--- src/rtl/coin_input_conditioner.sv ---
// Coin button conditioner: 2-flop sync, per-channel debounce, rising-edge capture and a
// Q > D > N priority arbiter with post-pulse lockout. Define COIN_TALLY_EN to add the Tally port.
module coin_input_conditioner #(
  parameter int unsigned DEBOUNCE_CYCLES = 4,
  parameter int unsigned LOCKOUT_CYCLES  = 2
) (
  input  logic       ClkIn,
  input  logic       Reset,
  input  logic       BN,
  input  logic       BD,
  input  logic       BQ,
  output logic       N,
  output logic       D,
  output logic       Q,
`ifdef COIN_TALLY_EN
  output logic       Busy,
  output logic [7:0] Tally
`else
  output logic       Busy
`endif
);

  typedef enum logic [1:0] {IDLE, PULSE, LOCKOUT} state_t;

  localparam logic [3:0] DB_LAST   = 4'(DEBOUNCE_CYCLES - 1);
  localparam logic [3:0] LOCK_LAST = 4'(LOCKOUT_CYCLES - 1);

  // Channel index 0 = nickel, 1 = dime, 2 = quarter.
  logic [2:0] raw;
  logic [2:0] sync1, sync2;
  logic [2:0] level, level_next;
  logic [2:0] rise;
  logic [2:0] pending, pending_next;
  logic [3:0] db_cnt [3];
  logic [3:0] db_cnt_next [3];

  state_t     state, state_next;
  logic [2:0] grant;
  logic [2:0] outs, outs_next;
  logic [3:0] lock_cnt, lock_next;

  assign raw = {BQ, BD, BN};

  // NOTE: every variable written in an always_comb gets a default first, so no path leaves it unassigned and no latch is inferred.
  always_comb begin
    level_next = level;
    for (int ch = 0; ch < 3; ch++) begin
      db_cnt_next[ch] = '0;
      if (sync2[ch] != level[ch]) begin
        if (db_cnt[ch] == DB_LAST) begin
          level_next[ch] = sync2[ch];
        end else begin
          db_cnt_next[ch] = db_cnt[ch] + 4'd1;
        end
      end
    end
  end

  assign rise = level_next & ~level;

  always_comb begin
    state_next = state;
    grant      = '0;
    outs_next  = '0;
    lock_next  = lock_cnt;
    unique case (state)
      IDLE: begin
        if (|pending) begin
          if (pending[2])      grant = 3'b100;
          else if (pending[1]) grant = 3'b010;
          else                 grant = 3'b001;
          outs_next  = grant;
          state_next = PULSE;
        end
      end
      PULSE: begin
        if (LOCKOUT_CYCLES == 0) begin
          state_next = IDLE;
        end else begin
          state_next = LOCKOUT;
          lock_next  = LOCK_LAST;
        end
      end
      LOCKOUT: begin
        if (lock_cnt == 4'd0) state_next = IDLE;
        else                  lock_next  = lock_cnt - 4'd1;
      end
      default: state_next = IDLE;
    endcase
  end

  // A fresh press on a channel wins over the clear of that same channel's grant.
  assign pending_next = (pending & ~grant) | rise;

  // NOTE: sequential state uses non-blocking assignments so every flop samples pre-edge values.
  always_ff @(posedge ClkIn) begin
    if (!Reset) begin
      sync1    <= '0;
      sync2    <= '0;
      level    <= '0;
      pending  <= '0;
      state    <= IDLE;
      outs     <= '0;
      lock_cnt <= '0;
      // NOTE: this small counter array is reset element by element; it is flops, not a RAM.
      for (int ch = 0; ch < 3; ch++) db_cnt[ch] <= '0;
    end else begin
      sync1    <= raw;
      sync2    <= sync1;
      level    <= level_next;
      pending  <= pending_next;
      state    <= state_next;
      outs     <= outs_next;
      lock_cnt <= lock_next;
      for (int ch = 0; ch < 3; ch++) db_cnt[ch] <= db_cnt_next[ch];
    end
  end

  assign {Q, D, N} = outs;
  assign Busy      = (|pending) || (state != IDLE);

`ifdef COIN_TALLY_EN
  logic [7:0] coin_val;
  logic [8:0] tally_sum;

  always_comb begin
    coin_val = 8'd0;
    if (grant[2])      coin_val = 8'd25;
    else if (grant[1]) coin_val = 8'd10;
    else if (grant[0]) coin_val = 8'd5;
  end

  assign tally_sum = {1'b0, Tally} + {1'b0, coin_val};

  // Tally moves on the edge that launches the pulse, saturating at 255.
  always_ff @(posedge ClkIn) begin
    if (!Reset)            Tally <= '0;
    else if (tally_sum[8]) Tally <= 8'hFF;
    else                   Tally <= tally_sum[7:0];
  end
`endif

endmodule

--- config.mk ---
export PLATFORM = sky130hd
export DESIGN_NAME = coin_input_conditioner
export DESIGN_NICKNAME = d
export VERILOG_FILES = /design/src/rtl/coin_input_conditioner.sv
export SDC_FILE = /design/constraint.sdc
export NUM_CORES = 1
export LEC_CHECK = 0
export ABC_AREA = 1
export BUFFER_PORTS_ARGS = -buffer_cell sky130_fd_sc_hd__buf_2
export CELL_PAD_IN_SITES_DETAIL_PLACEMENT = 1
export CELL_PAD_IN_SITES_GLOBAL_PLACEMENT = 1
export CORE_ASPECT_RATIO = 0.9
export CORE_MARGIN = 4
export CORE_UTILIZATION = 45
export DETAILED_ROUTE_END_ITERATION = 7
export PLACE_DENSITY = 0.83
export SYNTH_ARGS = -nofsm -noshare
export SYNTH_HDL_FRONTEND = slang
export SYNTH_SLANG_ARGS = --single-unit
--- constraint.sdc ---
create_clock -name ClkIn -period 2.31 [get_ports ClkIn]
set_input_delay 0.231 -clock ClkIn [delete_from_list [all_inputs] [get_ports ClkIn]]
set_output_delay 0.231 -clock ClkIn [all_outputs]
set_load 0.02 [all_outputs]
==> results of run 1 <==
## metal layers
layer | up-vias | GRT usage (%) | wire length [microns]
li1 | 518 | - | -
met1 | 494 | 16.4 | 1070
met2 | 18 | 31.5 | 1410
met3 | 8 | 4.93 | 104
met4 | 0 | 9.04 | 57
met5 | - | 0 | 0
## worst min-delay path, delay by kind of cell
kind          cells  cell delay [ns]
buf+inv           2             0.11
simple gates      1             0.04
## area by class of cell
cell class	count	area, sq um
fillers	351	1300
flip-flops and latches	33	661
multi-input cells	96	536
inverters	27	101
clock buffers	7	55.1
well taps	40	50.0
repair buffers	8	40.0
clock inverters	1	30.0
## registers in the layout, summed over array words and instances (netlist names)
register / count
pending: 3
db_cnt: 12
state: 2
level: 3
sync2: 3
outs: 3
sync1: 3
lock_cnt: 4
## worst max path at each step
stage / depth (start not counted) / to / slack (ns) / from
after floorplan: 6 / lock_cnt[0]$_SDFFE_PN0P_ / 1.27 / lock_cnt[0]$_SDFFE_PN0P_
after global placement: 5 / Busy / 1.21 / state[1]$_SDFFE_PN0P_
after detailed placement: 5 / lock_cnt[3]$_SDFFE_PN0P_ / 1.13 / lock_cnt[0]$_SDFFE_PN0P_
after CTS: 5 / Busy / 0.74 / state[1]$_SDFFE_PN0P_
after global routing: 5 / Busy / 0.69 / state[1]$_SDFFE_PN0P_
final: 5 / Busy / 0.78 / state[1]$_SDFFE_PN0P_
## kinds of logic after synthesis
group                      after synthesis
and+or+nand+nor                         70
DFF                                     33
buffers and inverters                   29
AOI/OAI and AO/OA                       14
xor gates and xnor gates                 7
adders and majority gates                5
## report_power, final
part	total [mW]	switching (mW)	internal (mW)
Combinational	0.0203	0.0138	0.00650
Clock	0.453	0.195	0.258
Sequential	0.579	0.00411	0.575
## cells in the mapped netlist, types with 3 or more instances
| cell type | count |
|---|---|
| nand2_1 | 22 |
| a21oi_1 | 9 |
| nand2_2 | 4 |
| ha_1 | 5 |
| nand4_1 | 3 |
| dfxtp_1 | 33 |
| or2_1 | 3 |
| inv_1 | 25 |
| nor2_1 | 18 |
| nand3_1 | 14 |
| xor2_1 | 7 |
==> results.py, run 1 <==
metrics = {
    "placed_design": {
        "io_buffers": 8,
        "dp_slack_ns": 1.13,
        "place_congestion": 0.849,
        "postPlaceCellArea_sq_um": 1390,
        "dpl.hpwl_microns": 2030,
        "dp_cells": 204,
    },
    "grt": {
        "grt_pass1_vias": 1139,
        "grt_first_pass_wirelength_microns": 4800,
        "globalRouteOverflowTotal": 0,
        "grt_antenna_before_repair": 0,
        "track_usage_pct": 16.7,
        "grt_start_max_net_pins": 17,
    },
    "clock_tree": {
        "postCtsHoldBufs": 0,
        "clkTransAtPathRegs_ns": 0.10,
        "root_buffer": "clkbuf_4",
        "post_cts_buffers": 0,
        "insertion_delay_ns": 0.33,
        "cts-resized-gates": 0,
        "htreeDepth": 2,
        "numClockSinks": 33,
        "cts.path.max_buffers": 2,
        "cts_buffers": 5,
        "cts_tree": "built",
    },
    "timing": {
        "drv_slew": 0,
        "fin_ws_ns": 0.780,
        "tns_ns": 0,
        "tightest_slew_ns": 0.300,
        "max_freq_mhz": 653,
        "finalHoldViolCount": 0,
        "rsz0062_at_grt": "no",
        "fin_crit_sh_pct": 66.2,
        "relSlewSlack_pct": 80.0,
        "finalClockSkew_ns": 0.00677,
        "holdWs_ns": 0.0728,
        "setup_viol": 0,
        "fin_crit_ns": 1.53,
    },
    "finish": {
        "final_common_cell": "dfxtp_1",
        "area_growth_pct": 12.6,
        "fin_cells": 212,
        "final_util_pct": 53.2,
        "diodes": 0,
        "fin_area_sq_um": 1470,
        "nets": 181,
        "final_layout_size_suffix_gt1_share_pct": 15.7,
        "final_cell_mix": "dfxtp_1 (33), inv_1 (25), nand2_1 (22), nor2_1 (18), nand3_1 (14)",
    },
    "floorplan": {
        "floorplan.rows": 18,
        "core_area_sq_um": 2770,
        "die_w_microns": 64.8,
        "die-area_sq_um": 3830,
        "die_h_microns": 59.1,
        "start_util_pct": 47.2,
        "ios": 9,
    },
    "yosys": {
        "syn_inst": 158,
        "synth_top_family_by_area": "simple AND/OR/NAND/NOR gates",
        "yosys.area_share.xor_xnor_pct": 4.69,
        "avgSynthCellArea_sq_um": 8.28,
        "synth.area.top_cells": "dfxtp_1 (51%), inv_1 (7.2%), nand2_1 (6.3%)",
        "yosysTopAreaCellShare_pct": 50.5,
        "async_flop_share_pct": 0,
        "synth-seq-area-share_pct": 50.5,
        "synth_warnings": 0,
        "synth_edf_count": 0,
        "ys_ff_latch": 33,
        "synthAdderAreaFrac_pct": 4.78,
        "synth-simple-area-share_pct": 25.5,
        "netlist_area_sq_um": 1310,
        "yosysTopAreaCell": "dfxtp_1",
        "synthMuxAreaShare_pct": 0,
        "synth_compound_area_share_pct": 6.03,
        "synth_flop_cell": "dfxtp_1",
        "ys_types": 22,
        "synth_fp_nets": 168,
    },
    "power_and_ir_drop": {
        "powerDensity_nw_per_um2": 715,
        "peakVddDrop_mv": 0.355,
        "finalPower_mw": 1.05,
        "power_leakage_nw": 0.676,
    },
    "worst_hold_path": {
        "hold_end": "sync1[0]$_SDFF_PN0_",
        "holdPathStages": 3,
        "worst_hold_startpoint": "BN",
        "min_path_type": "in2reg",
    },
    "drt": {
        "route.detailed.drc": 0,
        "drtAntennaViolNets": 0,
        "drt_iter0_drc": 41,
        "wl_per_cell_microns": 12.5,
        "vias": 1038,
        "dr.pass1.iters": 4,
        "routed_wl_microns": 2650,
        "viasPerCell": 4.90,
    },
    "worst_setup_path": {
        "critPathArrivalTime_ns": 1.30,
        "reg2reg_depth": 5,
        "worstReg2RegStart": "lock_cnt[0]$_SDFFE_PN0P_",
        "slowest_stage": "dfxtp_1",
        "rrSetupSlack_ns": 1.13,
        "end_kind": "output port",
        "cp_num_buf_inv": 1,
        "cp_top_family": "simple AND/OR/NAND/NOR gates",
        "r2r_end": "lock_cnt[3]$_SDFFE_PN0P_",
        "crit_fanout": 3,
        "cp_cell_sequence": "nor2_2 -> nand2_2 -> nor2_4 -> nand2_2 -> buf_2",
        "cpPeakStageDelay_ns": 0.35,
        "startpoint_type": "flip-flop",
        "required_ns": 2.08,
        "cp_common_cell": "nand2_2",
        "critPathKind": "reg2out",
    },
    "run_status": {
        "status": "completed",
    },
    "run": {
        "drv_cap": 0,
    },
}
No activity file was read; power rests on OpenSTA's default activity.
==> run 2, diff against run 1 <==
CORE_UTILIZATION = 43   (was 45)
PLACE_DENSITY = 0.8   (was 0.83)
clock period = 1.5 ns   (was 2.31 ns; I/O delays follow)
==> results.py, run 2 (synthesized netlist as in run 1, its figures left out) <==
metrics = {
    "floorplan": {
        "ios": 9,
        "floorplan.rows": 18,
        "die_h_microns": 60.3,
        "die-area_sq_um": 3990,
        "die_w_microns": 66.1,
        "start_util_pct": 46.1,
        "core_area_sq_um": 2840,
    },
    "timing": {
        "tns_ns": 0,
        "rsz0062_at_grt": "no",
        "fin_crit_ns": 1.40,
        "holdWs_ns": 0.0467,
        "finalHoldViolCount": 0,
        "setup_viol": 0,
        "max_freq_mhz": 717,
        "finalClockSkew_ns": 0.0102,
        "fin_crit_sh_pct": 93.0,
        "fin_ws_ns": 0.105,
        "drv_slew": 0,
        "relSlewSlack_pct": 80.5,
        "tightest_slew_ns": 0.293,
    },
    "finish": {
        "nets": 183,
        "fin_cells": 214,
        "fillers": 365,
        "area_growth_pct": 13.5,
        "final_util_pct": 52.3,
        "largest_registers": "db_cnt (12), lock_cnt (4)",
        "fin_area_sq_um": 1480,
        "largest_reg_flops": 12,
        "top_register": "db_cnt",
        "final_layout_size_suffix_gt1_share_pct": 16.7,
        "final_cell_mix": "dfxtp_1 (32), inv_1 (25), nand2_1 (22), nor2_1 (18), nand3_1 (14)",
        "diodes": 0,
        "final_common_cell": "dfxtp_1",
    },
    "grt": {
        "globalRouteOverflowTotal": 0,
        "track_usage_pct": 14.7,
        "grt_start_max_net_pins": 17,
        "grt_pass1_vias": 1074,
        "grt_antenna_before_repair": 0,
        "grt_first_pass_wirelength_microns": 4340,
    },
    "worst_setup_path": {
        "rrSetupSlack_ns": 0.33,
        "required_ns": 1.35,
        "r2r_end": "lock_cnt[2]$_SDFFE_PN0P_",
        "worstReg2RegStart": "lock_cnt[0]$_SDFFE_PN0P_",
        "critPathArrivalTime_ns": 1.25,
        "reg2reg_depth": 5,
        "critPathKind": "reg2out",
        "crit_fanout": 3,
        "startpoint_type": "flip-flop",
        "end_kind": "output port",
    },
    "drt": {
        "vias": 1001,
        "viasPerCell": 4.68,
        "routed_wl_microns": 2410,
        "dr.pass1.iters": 4,
        "wl_per_cell_microns": 11.3,
        "drtAntennaViolNets": 0,
        "drt_iter0_drc": 32,
        "route.detailed.drc": 0,
    },
    "power_and_ir_drop": {
        "p_sw_share_pct": 20.9,
        "p_comb_share_pct": 2.4,
        "pwr-share-clk_pct": 37.4,
        "finalPower_mw": 1.48,
        "peakVddDrop_mv": 0.437,
        "switchingPower_uw": 310,
        "power_frac_seq_pct": 60.2,
        "power_leakage_nw": 0.683,
        "p_int_mw": 1.17,
        "powerDensity_nw_per_um2": 997,
    },
    "run": {
        "drv_cap": 0,
    },
    "clock_tree": {
        "cts.path.max_buffers": 2,
        "root_buffer": "clkbuf_4",
        "cts_buffers": 5,
        "cts_tree": "built",
        "clkTransAtPathRegs_ns": 0.09,
        "numClockSinks": 33,
        "insertion_delay_ns": 0.33,
        "htreeDepth": 2,
        "post_cts_buffers": 0,
    },
    "worst_hold_path": {
        "min_path_type": "in2reg",
        "hold_end": "sync1[2]$_SDFF_PN0_",
        "worst_hold_startpoint": "BQ",
        "holdPathStages": 3,
    },
    "placed_design": {
        "place_congestion": 0.739,
        "dp_cells": 204,
        "dp_slack_ns": 0.342,
        "postPlaceCellArea_sq_um": 1390,
        "io_buffers": 8,
        "dpl.hpwl_microns": 1830,
    },
    "run_status": {
        "status": "completed",
    },
}
-- run 2: repair_timing --
| item | 4_1_cts | 5_1_grt |
|---|---|---|
| setup endpoints to repair | 0 | 1 |
| hold endpoints to repair | 2 | 0 |
| hold buffers | 2 | 0 |
| resized for setup | 0 | 2 |
-- run 2: layout make-up --
cell class	count	area, sq um	share of cell area [%]
Clock inverter	1	5.00	0.337
Clock buffer	7	65.1	4.38
Inverter	27	101	6.83
Timing Repair Buffer	10	60.1	4.05
Tap cell	40	50.0	3.37
Multi-Input combinational cell	96	541	36.4
Sequential cell	33	662	44.6
-- run 2: how the worst max path moves through the flow --
| stage | cells after the start | to | startpoint | slack [ns] |
|---|---|---|---|---|
| 4_1_cts | 5 | Busy | state[1]$_SDFFE_PN0P_ | 0.01 |
| 3_5_place_dp | 5 | lock_cnt[2]$_SDFFE_PN0P_ | lock_cnt[0]$_SDFFE_PN0P_ | 0.34 |
| 3_3_place_gp | 5 | lock_cnt[3]$_SDFFE_PN0P_ | lock_cnt[0]$_SDFFE_PN0P_ | 0.41 |
| 5_1_grt | 5 | Busy | state[1]$_SDFFE_PN0P_ | 0.009 |
| 6_report | 5 | Busy | state[1]$_SDFFE_PN0P_ | 0.10 |
| 2_1_floorplan | 6 | lock_cnt[0]$_SDFFE_PN0P_ | lock_cnt[0]$_SDFFE_PN0P_ | 0.46 |
-- run 2: power by group through the flow --
| stage | clock network, mW | logic (mW) | registers [mW] |
|---|---|---|---|
| after global placement | 0 | 0.0298 | 0.911 |
| after floorplan | 0 | 0.0219 | 0.910 |
| after CTS | 0.581 | 0.0366 | 0.891 |
| final | 0.553 | 0.0355 | 0.891 |
| after global routing | 0.617 | 0.0414 | 0.893 |
| after detailed placement | 0 | 0.0321 | 0.912 |
-- run 2: critical path: stages, from the launching register on --
cell     delay (ns)
dfxtp_2        0.35
nor2_4         0.14
nand2_2        0.10
nor2_4         0.11
nand2_2        0.06
buf_2          0.15
-- run 2: layer usage --
layer  GRT usage (%)  wire length [microns]  vias up
met1            14.4                   1030      460
met4            8.12                     48        0
li1                -                      -      524
met3            4.51                     96        5
met5               0                      0        -
met2            27.6                   1240       12
==> run 3, diff against run 2 <==
SETUP_SLACK_MARGIN = 0.3   (was unset)
==> results.py, run 3 (synthesized netlist as in run 1, its figures left out) <==
metrics = {
    "run_status": {
        "status": "completed",
    },
    "finish": {
        "fin_area_sq_um": 1560,
        "fin_cells": 217,
        "final_common_cell": "dfxtp_1",
        "nets": 186,
        "largest_reg_flops": 12,
        "diodes": 0,
        "final_layout_size_suffix_gt1_share_pct": 24.9,
        "largest_registers": "db_cnt (12), lock_cnt (4)",
        "area_growth_pct": 19.4,
        "top_register": "db_cnt",
        "final_cell_mix": "dfxtp_1 (31), inv_1 (22), nand2_1 (21), nor2_1 (18), nand3_1 (11)",
        "final_util_pct": 55.0,
    },
    "grt": {
        "track_usage_pct": 15.0,
        "grt_antenna_before_repair": 0,
        "grt_first_pass_wirelength_microns": 4410,
        "grt.busiest_layer": "met2",
        "grt_start_max_net_pins": 17,
        "gr-usage-met3_pct": 4.51,
        "globalRouteOverflowTotal": 0,
        "met1_usage_pct": 14.5,
        "grt_pass1_vias": 1082,
        "grtUsageMet2_pct": 28.4,
    },
    "floorplan": {
        "core_area_sq_um": 2840,
        "ios": 9,
        "floorplan.rows": 18,
        "die_h_microns": 60.3,
        "start_util_pct": 46.1,
        "die-area_sq_um": 3990,
        "die_w_microns": 66.1,
    },
    "drt": {
        "wl_per_cell_microns": 11.7,
        "dr.pass1.iters": 4,
        "drtAntennaViolNets": 0,
        "viasPerCell": 4.67,
        "drt_iter0_drc": 26,
        "routed_wl_microns": 2540,
        "vias": 1013,
        "route.detailed.drc": 0,
    },
    "timing": {
        "setup_viol": 0,
        "holdWs_ns": 0.0455,
        "tns_ns": 0,
        "fin_ws_ns": 0.159,
        "fin_crit_sh_pct": 89.4,
        "rsz0062_at_grt": "yes",
        "finalHoldViolCount": 0,
        "tightest_slew_ns": 0.314,
        "drv_slew": 0,
        "max_freq_mhz": 746,
        "finalClockSkew_ns": 0.0102,
        "fin_crit_ns": 1.34,
        "relSlewSlack_pct": 78.9,
    },
    "clock_tree": {
        "cts.path.max_buffers": 2,
        "clkTransAtPathRegs_ns": 0.10,
        "cts_tree": "built",
        "numClockSinks": 33,
        "cts_buffers": 5,
        "htreeDepth": 2,
        "root_buffer": "clkbuf_4",
        "insertion_delay_ns": 0.33,
    },
    "worst_hold_path": {
        "min_path_type": "in2reg",
    },
    "placed_design": {
        "dp_cells": 204,
        "dp_slack_ns": 0.342,
        "postPlaceCellArea_sq_um": 1390,
        "place_congestion": 0.739,
        "io_buffers": 8,
        "dpl.hpwl_microns": 1830,
    },
    "run": {
        "drv_cap": 0,
    },
    "worst_setup_path": {
        "critPathArrivalTime_ns": 1.19,
        "slowest_stage": "dfxtp_2",
        "startpoint_type": "flip-flop",
        "cp_common_cell": "nor2_4",
        "cp_top_family": "simple AND/OR/NAND/NOR gates",
        "cpPeakStageDelay_ns": 0.35,
        "cp_num_buf_inv": 1,
        "end_kind": "output port",
        "required_ns": 1.35,
        "cp_cell_sequence": "nor2_4 -> nand2_4 -> nor2_4 -> nand2_2 -> buf_2",
        "critPathKind": "reg2out",
        "crit_fanout": 3,
    },
    "power_and_ir_drop": {
        "finalPower_mw": 1.48,
        "powerDensity_nw_per_um2": 950,
        "power_leakage_nw": 0.700,
        "peakVddDrop_mv": 0.433,
    },
}
[run 3: cell types whose count changed in the layout (fill, tap and decap cells not counted), moves of 2 or more]
cell and delta:
nand3_1 -3, nand3_2 +3, a21oi_1 -3, a21oi_2 +2
inv_1 -3, buf_4 +3, inv_2 +3
[run 3: what timing repair did]
action                                 4_1_cts  5_1_grt
hold buffers                                 2        0
pin swaps                                    1        2
endpoints found under the hold margin        2        0
buffers inserted                             2        1
resized for setup                            4       14
setup endpoints to repair                    1        8
[run 3: power by group]
| group | total, mW | internal, mW | switching, mW |
|---|---|---|---|
| sequential | 0.891 | 0.885 | 0.00547 |
| combinational | 0.0372 | 0.0138 | 0.0235 |
| clock | 0.555 | 0.271 | 0.284 |
[run 3: worst paths after layout]
check / end / cells after the start / slack (ns) / startpoint
hold / removal: sync1[2]$_SDFF_PN0_ / 3 / 0.05 / BQ
setup / recovery: Busy / 5 / 0.16 / state[0]$_SDFFE_PN0P_
setup reg to reg: lock_cnt[2]$_SDFFE_PN0P_ / 7 / 0.34 / state[0]$_SDFFE_PN0P_
hold reg to reg: sync2[2]$_SDFF_PN0_ / 2 / 0.41 / sync1[2]$_SDFF_PN0_
[run 3: tightest hold or removal path: stages]
cell	delay, ns
buf_2	0.07
nand2_1	0.06
inv_1	0.06
[run 3: layout make-up]
type                    count  area [sq um]
fillers                   359          1280
flip-flops and latches     33           663
multi-input cells          96           594
inverters                  27           101
repair buffers             13          82.6
clock buffers               7          65.1
well taps                  40          50.0
clock inverters             1          5.00
[run 3: routing by layer]
| layer | part of all wire, % | wire [microns] | vias up |
|---|---|---|---|
| met2 | 52 | 1320 | 12 |
| li1 | - | - | 531 |
| met4 | 1.9 | 48 | 0 |
| met1 | 42 | 1070 | 465 |
| met3 | 3.8 | 96 | 5 |
| met5 | 0 | 0 | - |
